===== src/rtl/cla_pipe_adder.sv =====
// cla_pipe_adder: pipelined carry-lookahead adder/subtractor with valid/ready flow control.
// Optional feature: define CLA_PIPE_SAT_EN to add the sat input (signed saturation on overflow).
// Register level 0 captures the operands; level s+1 holds the result of resolving
// groups s*GPS..s*GPS+GPS-1; level NSTG drives the outputs.
module cla_pipe_adder #(
    parameter int WIDTH = 16,
    parameter int GRP   = 4,
    parameter int GPS   = 2
) (
    input  logic             clk,
    input  logic             rst_n,
    input  logic             in_valid,
    output logic             in_ready,
    input  logic [WIDTH-1:0] a,
    input  logic [WIDTH-1:0] b,
    input  logic             cin,
    input  logic             sub,
`ifdef CLA_PIPE_SAT_EN
    input  logic             sat,
`endif
    output logic             out_valid,
    input  logic             out_ready,
    output logic [WIDTH-1:0] sum,
    output logic             cout,
    output logic             ovf,
    output logic             zero
);
    localparam int NG   = WIDTH / GRP;
    localparam int GP   = (GPS == 0) ? 1 : GPS;
    localparam int NSTG = (NG + GP - 1) / GP;

    if (WIDTH % GRP != 0 || GPS == 0) begin : g_bad_cfg
        $error("cla_pipe_adder: WIDTH must be a multiple of GRP and GPS must be nonzero");
    end

    logic [NSTG:0]                 v, rc, rm, adv;
    logic [NSTG:0][WIDTH-1:0]      rs;
    logic [NSTG-1:0][WIDTH-1:0]    ra, rb, ns;
    logic [NSTG-1:0]               rsat, nc, nm;
    logic                          acc, sat_i;

`ifdef CLA_PIPE_SAT_EN
    assign sat_i = sat;
`else
    assign sat_i = 1'b0;
`endif

    // Carries into every bit of a group plus its carry out, each as a flat G/P sum of products.
    function automatic logic [GRP:0] cla(input logic [GRP-1:0] x, input logic [GRP-1:0] y, input logic ci);
        logic [GRP-1:0] g, p;
        logic [GRP:0]   c;
        logic           t, u;
        g = x & y;
        p = x ^ y;
        c[0] = ci;
        for (int k = 0; k < GRP; k++) begin
            t = ci;
            for (int j = 0; j <= k; j++) t = t & p[j];
            for (int j = 0; j <= k; j++) begin
                u = g[j];
                for (int m = j + 1; m <= k; m++) u = u & p[m];
                t = t | u;
            end
            c[k+1] = t;
        end
        return c;
    endfunction

    assign acc       = in_valid & in_ready;
    assign out_valid = v[NSTG];
    assign sum       = rs[NSTG];
    assign cout      = rc[NSTG];
    assign ovf       = rm[NSTG] ^ rc[NSTG];
    assign zero      = v[NSTG] & ~|rs[NSTG];

    // Backpressure chain: a level moves on when its successor is empty or itself moving on.
    always_comb begin
        logic nx;
        adv = '0;
        nx = v[NSTG] & out_ready;
        adv[NSTG] = nx;
        for (int i = NSTG - 1; i >= 0; i--) begin
            nx = v[i] & (~v[i+1] | nx);
            adv[i] = nx;
        end
        in_ready = ~v[0] | adv[0];
    end

    // Each stage resolves its own groups from the registered carry; last stage applies saturation.
    always_comb begin
        logic [GRP:0] cv;
        logic         c, m;
        ns = '0;
        nc = '0;
        nm = '0;
        cv = '0;
        for (int s = 0; s < NSTG; s++) begin
            ns[s] = rs[s];
            c = rc[s];
            m = rm[s];
            for (int g = 0; g < NG; g++) begin
                if (g / GP == s) begin
                    cv = cla(ra[s][g*GRP +: GRP], rb[s][g*GRP +: GRP], c);
                    ns[s][g*GRP +: GRP] = ra[s][g*GRP +: GRP] ^ rb[s][g*GRP +: GRP] ^ cv[GRP-1:0];
                    m = (g == NG - 1) ? cv[GRP-1] : m;
                    c = cv[GRP];
                end
            end
            nc[s] = c;
            nm[s] = m;
            if (s == NSTG - 1 && rsat[s] && (m ^ c)) ns[s] = {c, {(WIDTH-1){~c}}};
        end
    end

    // Pipeline registers: capture operands on accept, shift each level forward on advance.
    always_ff @(posedge clk or negedge rst_n) begin
        if (!rst_n) begin
            v    <= '0;
            ra   <= '0;
            rb   <= '0;
            rs   <= '0;
            rc   <= '0;
            rm   <= '0;
            rsat <= '0;
        end else begin
            if (acc) begin
                ra[0]   <= a;
                rb[0]   <= sub ? ~b : b;
                rc[0]   <= sub | cin;
                rsat[0] <= sat_i;
            end
            v[0] <= acc | (v[0] & ~adv[0]);
            for (int s = 0; s < NSTG; s++) begin
                v[s+1] <= adv[s] | (v[s+1] & ~adv[s+1]);
                if (adv[s]) begin
                    rs[s+1] <= ns[s];
                    rc[s+1] <= nc[s];
                    rm[s+1] <= nm[s];
                end
            end
            for (int s = 0; s < NSTG - 1; s++) begin
                if (adv[s]) begin
                    ra[s+1]   <= ra[s];
                    rb[s+1]   <= rb[s];
                    rsat[s+1] <= rsat[s];
                end
            end
        end
    end
endmodule

===== config.mk =====
export PLATFORM = sky130hd
export DESIGN_NAME = cla_pipe_adder
export DESIGN_NICKNAME = d
export VERILOG_FILES = /design/src/rtl/cla_pipe_adder.sv
export SDC_FILE = /design/constraint.sdc
export NUM_CORES = 1
export LEC_CHECK = 0
export CAP_MARGIN = 20
export CORE_ASPECT_RATIO = 1.5
export CORE_MARGIN = 5
export CORE_UTILIZATION = 30
export DETAILED_ROUTE_END_ITERATION = 16
export PLACE_DENSITY = 0.61
export SLEW_MARGIN = 20
export SYNTH_ARGS = -nofsm -noshare
export SYNTH_HDL_FRONTEND = slang
export SYNTH_SLANG_ARGS = --single-unit

===== constraint.sdc =====
create_clock -name clk -period 3.6 [get_ports clk]
set_input_delay 0.36 -clock clk [delete_from_list [all_inputs] [get_ports clk]]
set_output_delay 0.36 -clock clk [all_outputs]
set_load 0.01 [all_outputs]

=== Yosys cells after proc, flatten, opt, wreduce, memory -nomap -nowiden ===
Cells that the tools add are included.

* Muxes and demuxes: 1
* Bitwise operators: 115
* Reductions and logical operators: 2

{| class="wikitable"
|+ Operators with widths
! cell !! number
|-
| AND 1 bit || 48
|-
| OR 1 bit || 47
|-
| XOR 4 bit || 8
|-
| AND 4 bit || 4
|-
| 2-to-1 mux 16 bit || 1
|-
| inverter 16 bit || 1
|-
| OR reduction 16 bit || 1
|-
| inverter 1 bit || 6
|-
| zero test 1 bit || 1
|-
| XOR 1 bit || 1
|}

* Bits in registers: 95
* Output and inout bits: 21
* Logic and storage cells: 129

=== Longest topological paths before layout ===
Gate-level depths: netlist (run 1).

* Word-level depth: 17
* Mapped depth: 9

=== Worst setup path before layout (run 1) ===
OpenSTA, ideal clock, no wires.

* Kind: register -> register
* Start point: register ra[0] in the netlist's numbering
* End point: register rs[22] in the netlist's numbering
* Data arrival time: 2.219 ns
* Required time: 3.479 ns
* Path slack: 1.260 ns
* Stages on the path, launching flop included: 10
* Buffers on the path: 0
* Clock period less this slack: 2.340 ns
* Cells stage by stage: dfrtp_1 ha_1 ha_1 o211ai_1 nand2_1 a21o_1 ha_1 o21a_1 o311a_1 a22o_1

* Cells in the longest elaborated chain, start to end: 14
* Elaborated cells on any way between the ends: 18
* Those cells by class: bitwise: 18

{| class="wikitable"
|+ RTL lines
! element !! RTL line !! source
|-
| from (decl) || 38 || <nowiki>logic [NSTG-1:0][WIDTH-1:0] ra, rb, ns;</nowiki>
|-
| from (signal, indexed assignment) || 143 || <nowiki>ra[s+1] <= ra[s];</nowiki>
|-
| XOR 4 bit || 54 || <nowiki>p = x ^ y;</nowiki>
|-
| AND 1 bit (4 in series) || 58 || <nowiki>for (int j = 0; j <= k; j++) t = t & p[j];</nowiki>
|-
| OR 1 bit (*) (4 in series) || 62 || <nowiki>t = t | u;</nowiki>
|-
| AND 1 bit (*) (2 in series) || 58 ||
|-
| OR 1 bit (*) (2 in series) || 62 ||
|-
| XOR 4 bit (*) || 104 || <nowiki>ns[s][g*GRP +: GRP] = ra[s][g*GRP +: GRP] ^ rb[s][g*GRP +: GRP] ^ cv[GRP-1:0];</nowiki>
|-
| to (signal, indexed assignment) || 136 || <nowiki>rs[s+1] <= ns[s];</nowiki>
|-
| to (decl) || 37 || <nowiki>logic [NSTG:0][WIDTH-1:0] rs;</nowiki>
|}

Every way passes the cells marked *; elsewhere a longest branch is shown, timed or not.
A chain may end at the register's enable or synchronous reset.

=== Worst setup path after layout (run 1) ===
* Start point: register ra[0] in the netlist's numbering
* End point: register rc[1]

* Cells in the longest elaborated chain, start to end: 17
* Elaborated cells on any way between the ends: 21
* Those cells by class: bitwise: 21

{| class="wikitable"
|+ RTL lines
! element !! RTL line !! source
|-
| XOR 4 bit || 54 ||
|-
| AND 1 bit (4 in series) || 58 ||
|-
| OR 1 bit (*) (4 in series) || 62 ||
|-
| AND 1 bit (*) (4 in series) || 58 ||
|-
| OR 1 bit (*) (4 in series) || 62 ||
|-
| to (signal, indexed assignment) || 137 || <nowiki>rc[s+1] <= nc[s];</nowiki>
|-
| to (decl) || 36 || <nowiki>logic [NSTG:0] v, rc, rm, adv;</nowiki>
|}

Marks and branches as above.

==> summary.md, run 1 <==
| Metric | Value |
|---|---|
| Buffers plus inverters on the worst setup path | 0 |
| Post-CTS Setup Inserts | 0 |
| TNS Setup | 0 ps |
| CTS buffer count | 9 |
| Pwr Density | ~700 nW/um^2 |
| Post-synth EDFFs | 0 |
| FF-to-FF End | rc[1] |
| Unrepaired setup endpoints after global routing | false |
| CTS tree | yes |
| Setup slack at placement | about 1100 ps |
| Most Frequent Cell on Critical Path | ha_1 |
| Dpl cells | 492 |
| Post-CTS sizing | 0 |
| DR DRC count | 0 |
| Largest area contributor in the netlist | dfrtp_1 |
| P_leak | 2.288 nW |
| Worst-case reg-to-reg path depth | 9 |
| Cell area after layout | between 5000 and 6000 um^2 |
| Min cycle time layout | 2503 ps |
| R2r setup slk | 1100 ps |
| Drt total wl | 7787 um |
| Internal power | 2.526 mW |
| Relative slew slack | 0.4028 |
| Initial Util | 0.3069 |
| Clk slew on worst S/H paths | 60 ps |
| Cts hold-fix bufs | 0 |
| Synthesized area | around 4000 um^2 |
| Largest cells by area after synthesis | dfrtp_1 49%, mux2_4 14%, ha_1 6.2% |
| VDD IR max | 0.2490 mV |
| Logic pwr share | 0.332 |
| Tcrit/Tclk final | 0.6953 |
| Non-filler cells in the finished layout | between 500 and 600 |
| Fin worst setup slack | 1097 ps |
| CP Max Fanout | 3 |
| Syn_nets | ~350 |
| WHS | around 44 ps |
| Num Clock Sinks | 79 |
| Switch share | 0.2950 |
| Core area | 13080 um^2 |
| Final Setup Violations | 0 |
| Mapped Avg Cell Area | about 14 um^2 |
| Worst Path Arrival | 2720 ps |
| # rows | 51 |
| Mean routed wirelength per cell | 15.33 um |
| Netlist cell types | 43 |
| Fmax | 399.5 MHz |
| H-tree Lvls | 3 |
| Crit end category | register |
| I/O Buffers | 58 |
| Worst slew pin tran | 893.0 ps |
| Setup crit start kind | register |
| Clk_skew | 6.479 ps |
| Max_cap viols | 0 |
| Clock root buffer master | clkbuf_16 |
| Layout cells sized above 1 | 0.2178 |
| Yosys reg bits | 79 |
| Hold Path Class | input pin to async pin |
| Critical-path cell list | ha_1 > ha_1 > o211ai_1 > nand2_1 > a21o_1 > ha_1 > o211a_1 > o21a_1 > o31a_1 |
| Chip width | ~100 um |
| Largest net degree at the start of global routing | 80 |
| Yosys warnings | 9 |
| Diodes inserted | 0 |
| Overflow after GRT | 0 |
| Crit-path slowest cell | dfrtp_1 |
| # fillers | 1231 |
| Synth top area share | 0.4924 |
| Clock Power Share | 0.286 |
| Worst r2r src | ra[0] |
| Global placer's final weighted congestion | between 0.7 and 0.8 |
| Clock latency on the worst-skew pair | 340 ps |
| Ys async rst share | 1.000 |
| Final hold vios | 0 |
| HPWL after detailed placement | 5984 um |
| Longest Clk Path Bufs | 2 |
| Critical path required time | 3820 ps |
| Nets | 406 |
| Placed cell areas | around 4700 um^2 |
| Main flop type after synthesis | dfrtp_1 |
| Area Growth Syn to Fin | 25.02% |
| Status | completed |
| Synthesized instance count | between 200 and 300 |
| Top-level port count | between 50 and 60 |
| Core Util, Final | 0.3837 |
| Max-slew violation count | 0 |
| Crit path depth | 9 |
| Number of global-route vias before repair | 2620 |
| Crit path largest cell delay | 410 ps |
| Pwr Total | 3.583 mW |
| Crit-path leading delay family | compound AO/OA/AOI/OAI gates |
| Antenna viol nets, final | 0 |
| DRT Pass-1 Iters | 4 |
| Critical Path Start | ra[0] |
| Vias per cell | 4.628 |
| Sw power | 1.057 mW |
| Die area | 15850 um^2 |
| Critical path type | register to register |
| Seq pwr share | 0.382 |
| First DRT Iteration DRCs | 68 |
| Die H | 151.7 um |
| Sequential area share after synthesis | 0.4924 |
| Vias | 2351 |
| Crit path to | rc[1] |
| GRT Total Usage | 0.1069 |
| Initial antenna violation count | 0 |
| First-pass GRT wire length | 13440 um |
==> cell families (layout without fill, tap and decap cells) <==
logic type,Yosys count,count (layout),synth area share
compound gates,53,53,0.09131
mux,59,59,0.2004
simple gates,31,31,0.05204
buf+inv,17,82,0.03584
xor+xnor,21,21,0.04581
flops,79,79,0.4924
fa+ha+maj,24,24,0.08227
==> synth_stat cells (5+ instances only) <==
library cell and instances:
dfrtp_1 79, mux2_4 38, o21ai_0 21, ha_1 20
xor2_1 18, mux2_2 16, inv_1 8, o21a_1 8
a21o_1 5, nand2_1 5, nor3_1 5
==> power groups by stage <==
| stage | Combinational, mW | Clock, mW | Sequential [mW] |
|---|---|---|---|
| 2_1_floorplan | 0.748 | 0 | 1.36 |
| 3_3_place_gp | 1.18 | 0 | 1.38 |
| 3_5_place_dp | 1.20 | 0 | 1.39 |
| 4_1_cts | 1.21 | 1.05 | 1.38 |
| 5_1_grt | 1.32 | 1.09 | 1.41 |
| 6_report | 1.19 | 1.02 | 1.37 |
==> sequential cells by signal, indices dropped and copies added, names as in the netlist <==
name,flops
ra,24
rb,24
sum,16
rs,8
rc,3
v,3
rm,1
==> per-layer routing <==
layer / vias up / wire [um] / track usage
li1: 1151 / - / -
met1: 1145 / 3501 / 0.1307
met2: 44 / 3857 / 0.1780
met3: 11 / 265 / 0.02501
met4: 0 / 163 / 0.05055
met5: - / 0 / 0
==> cell type report <==
class | count | area [um^2] | area share
Clock buffer | 10 | 229.0 | 0.04561
Clock inverter | 6 | 108.9 | 0.02168
Inverter | 8 | 30.03 | 0.005982
Multi-Input combinational cell | 188 | 1894 | 0.3774
Sequential cell | 79 | 1977 | 0.3938
Tap cell | 159 | 198.9 | 0.03963
Timing Repair Buffer | 58 | 581.8 | 0.1159
==> layout by cell type (no fill, tap or decap), types with 8 or more instances in the layout <==
cell	n
inv_1	8
dfrtp_1	79
mux2_2	16
o21ai_0	21
clkbuf_16	9
ha_1	20
xor2_1	18
clkdlybuf4s50_1	57
mux2_4	38
o21a_1	8
==> how the worst min path moves through the flow <==
stage               startpoint      to  slack (ps)  cells past startpoint
finish                   rst_n   ra[5]          40                      1
global route             rst_n   ra[5]         130                      1
CTS                      rst_n  sum[2]         220                      1
detailed placement      rb[14]  rb[30]         490                      1
global placement        rb[14]  rb[30]         480                      1
floorplan                rst_n   ra[0]          60                      0
No activity file was read; power rests on OpenSTA's default activity.
==> run 2, diff against run 1 <==
Clock period 3.6 ns to 2.5 ns, I/O delays scaled along.
==> summary.md, run 2 (same netlist as run 1, synthesis figures left out) <==
| Metric | Value |
|---|---|
| Area Growth Syn to Fin | 26.18% |
| Top-level port count | 59 (unchanged) |
| Crit-path slowest cell | dfrtp_1 |
| Critical path type | register to register |
| Buffers plus inverters on the worst setup path | 0 (unchanged) |
| VDD IR max | 0.3421 mV (+37%) |
| Crit-path leading delay family | compound AO/OA/AOI/OAI gates |
| Fmax | 419.4 MHz (+5.0%) |
| Num Clock Sinks | 79 (unchanged) |
| Commonest non-fill, non-tap cell in the layout | dfrtp_1 |
| Min cycle time layout | 2384 ps (-118.8 ps) |
| Final Setup Violations | 0 (unchanged) |
| Global placer's final weighted congestion | 0.7575 (+2.4%) |
| Clock root buffer master | clkbuf_16 |
| H-tree Lvls | 3 (unchanged) |
| Clk_skew | 5.474 ps (-1.005 ps) |
| Crit end category | register |
| Multi-input logic area | 1912 um^2 (+0.92%) |
| Relative slew slack | 0.5279 (+0.1251) |
| Number of global-route vias before repair | 2618 (-0.076%) |
| Cts hold-fix bufs | 0 (unchanged) |
| Pwr Density | 973.7 nW/um^2 (+36%) |
| Clock latency on the worst-skew pair | 330 ps (about the same) |
| # fillers | 1223 (-0.65%) |
| Worst r2r src | ra[0] |
| Core area | 13080 um^2 (unchanged) |
| Fin worst setup slack | 115.7 ps (-981.2 ps) |
| # rows | 51 (unchanged) |
| Tcrit/Tclk final | 0.9537 (+0.2584) |
| Critical-path cell list | ha_1 > ha_1 > o211ai_1 > nand2_1 > a21o_1 > ha_1 > o211a_1 > o21a_1 > o31a_1 |
| Initial Util | 0.3069 (unchanged) |
| FF-to-FF End | rc[1] |
| WHS | -48.26 ps (-91.79 ps) |
| Overflow after GRT | 0 (unchanged) |
| Diodes inserted | 0 (unchanged) |
| Critical path required time | 2720 ps (-1100 ps) |
| Layout cells sized above 1 | 0.2521 (+0.03431) |
| Worst-case reg-to-reg path depth | 9 (unchanged) |
| Max-slew violation count | 0 (unchanged) |
| Antenna viol nets, final | 0 (unchanged) |
| Clk slew on worst S/H paths | 60 ps (about the same) |
| R2r setup slk | 120 ps (-980 ps) |
| Mean routed wirelength per cell | 15.44 um (+0.75%) |
| Max_cap viols | 0 (unchanged) |
| I/O Buffers | 58 (unchanged) |
| Drt total wl | 8031 um (+3.1%) |
| Die area | 15850 um^2 (unchanged) |
| CP Max Fanout | 3 (unchanged) |
| Longest Clk Path Bufs | 2 (unchanged) |
| DR DRC count | 0 (unchanged) |
| Initial antenna violation count | 0 (unchanged) |
| Crit path largest cell delay | 400 ps (about the same) |
| Die H | 151.7 um (unchanged) |
| Largest net degree at the start of global routing | 80 (unchanged) |
| Vias | 2445 (+4.0%) |
| Chip width | 104.5 um (unchanged) |
| HPWL after detailed placement | 6223 um (+4.0%) |
| Hold Path Class | input pin to async pin |
| Vias per cell | 4.702 (+1.6%) |
| P_leak | 2.314 nW (+1.2%) |
| First DRT Iteration DRCs | 83 (+22%) |
| Status | finished, violations left |
| Failing checks | negative hold slack |
| Setup crit start kind | register |
| Final hold vios | 79 (+79) |
| Most Frequent Cell on Critical Path | ha_1 |
| GRT Total Usage | 0.1080 (+0.001070) |
| Setup slack at placement | 46.70 ps (-1049 ps) |
| DRT Pass-1 Iters | 5 (+1) |
| Worst Path Arrival | 2600 ps (-120 ps) |
| Worst slew pin tran | 708.1 ps (-184.8 ps) |
| Most frequent cells in the layout | 79 x dfrtp_1, 57 x clkdlybuf4s50_1, 38 x mux2_4 |
| CTS buffer count | 9 (unchanged) |
| Reg area | 1977 um^2 (unchanged) |
| First-pass GRT wire length | 13670 um (+1.7%) |
| CTS tree | yes |
| TNS Setup | 0 ps (unchanged) |
| Nets | 419 (+3.2%) |
-- run 2: layer usage --
layer / vias up / track usage / wire length [um]
li1: 1180 / - / -
met1: 1208 / 0.1297 / 3559
met2: 48 / 0.1834 / 4067
met3: 9 / 0.02459 / 252
met4: 0 / 0.05055 / 152
met5: - / 0 / 0
-- run 2: layout make-up --
type,instances,area share
multi-input cells,188,0.3774
well taps,159,0.03927
flip-flops and latches,79,0.3902
repair buffers,71,0.1366
inverters,8,0.005927
clock buffers,11,0.04594
clock inverters,4,0.004693
-- run 2: how the worst max path moves through the flow --
stage	startpoint	endpoint	slack (ps)	depth (start not counted)
5_1_grt	ra[0]	rc[1]	-10	9
2_1_floorplan	ra[0]	rs[22]	160	9
4_1_cts	ra[24]	rc[2]	20	9
3_3_place_gp	ra[24]	rc[2]	100	9
6_report	ra[0]	rc[1]	120	9
3_5_place_dp	ra[24]	rc[2]	50	9
-- run 2: report_power, final --
part	switching [mW]	leakage (nW)	internal, mW
Combinational	0.750	1.26	1.07
Sequential	0.304	0.930	1.67
Clock	0.477	0.129	0.663
-- run 2: through the flow --
| step | util | power, mW | instance area, um^2 | cells |
|---|---|---|---|---|
| floorplan | - | 3.036 | 4015 | 284 |
| global placement | 0.3620 | 3.719 | 4736 | 498 |
| detailed placement | 0.3620 | 3.770 | 4736 | 498 |
| CTS | 0.3816 | 4.934 | 4992 | 513 |
| global route | 0.3873 | 5.271 | 5066 | 520 |
| finish | 0.3873 | 4.933 | 5066 | 520 |
-- run 2: repair_timing --
item | CTS | global route
setup buffers | 0 | 7
setup endpoints to repair | 0 | 6
gates resized for setup | 0 | 4
endpoints found under the hold margin | 0 | 0
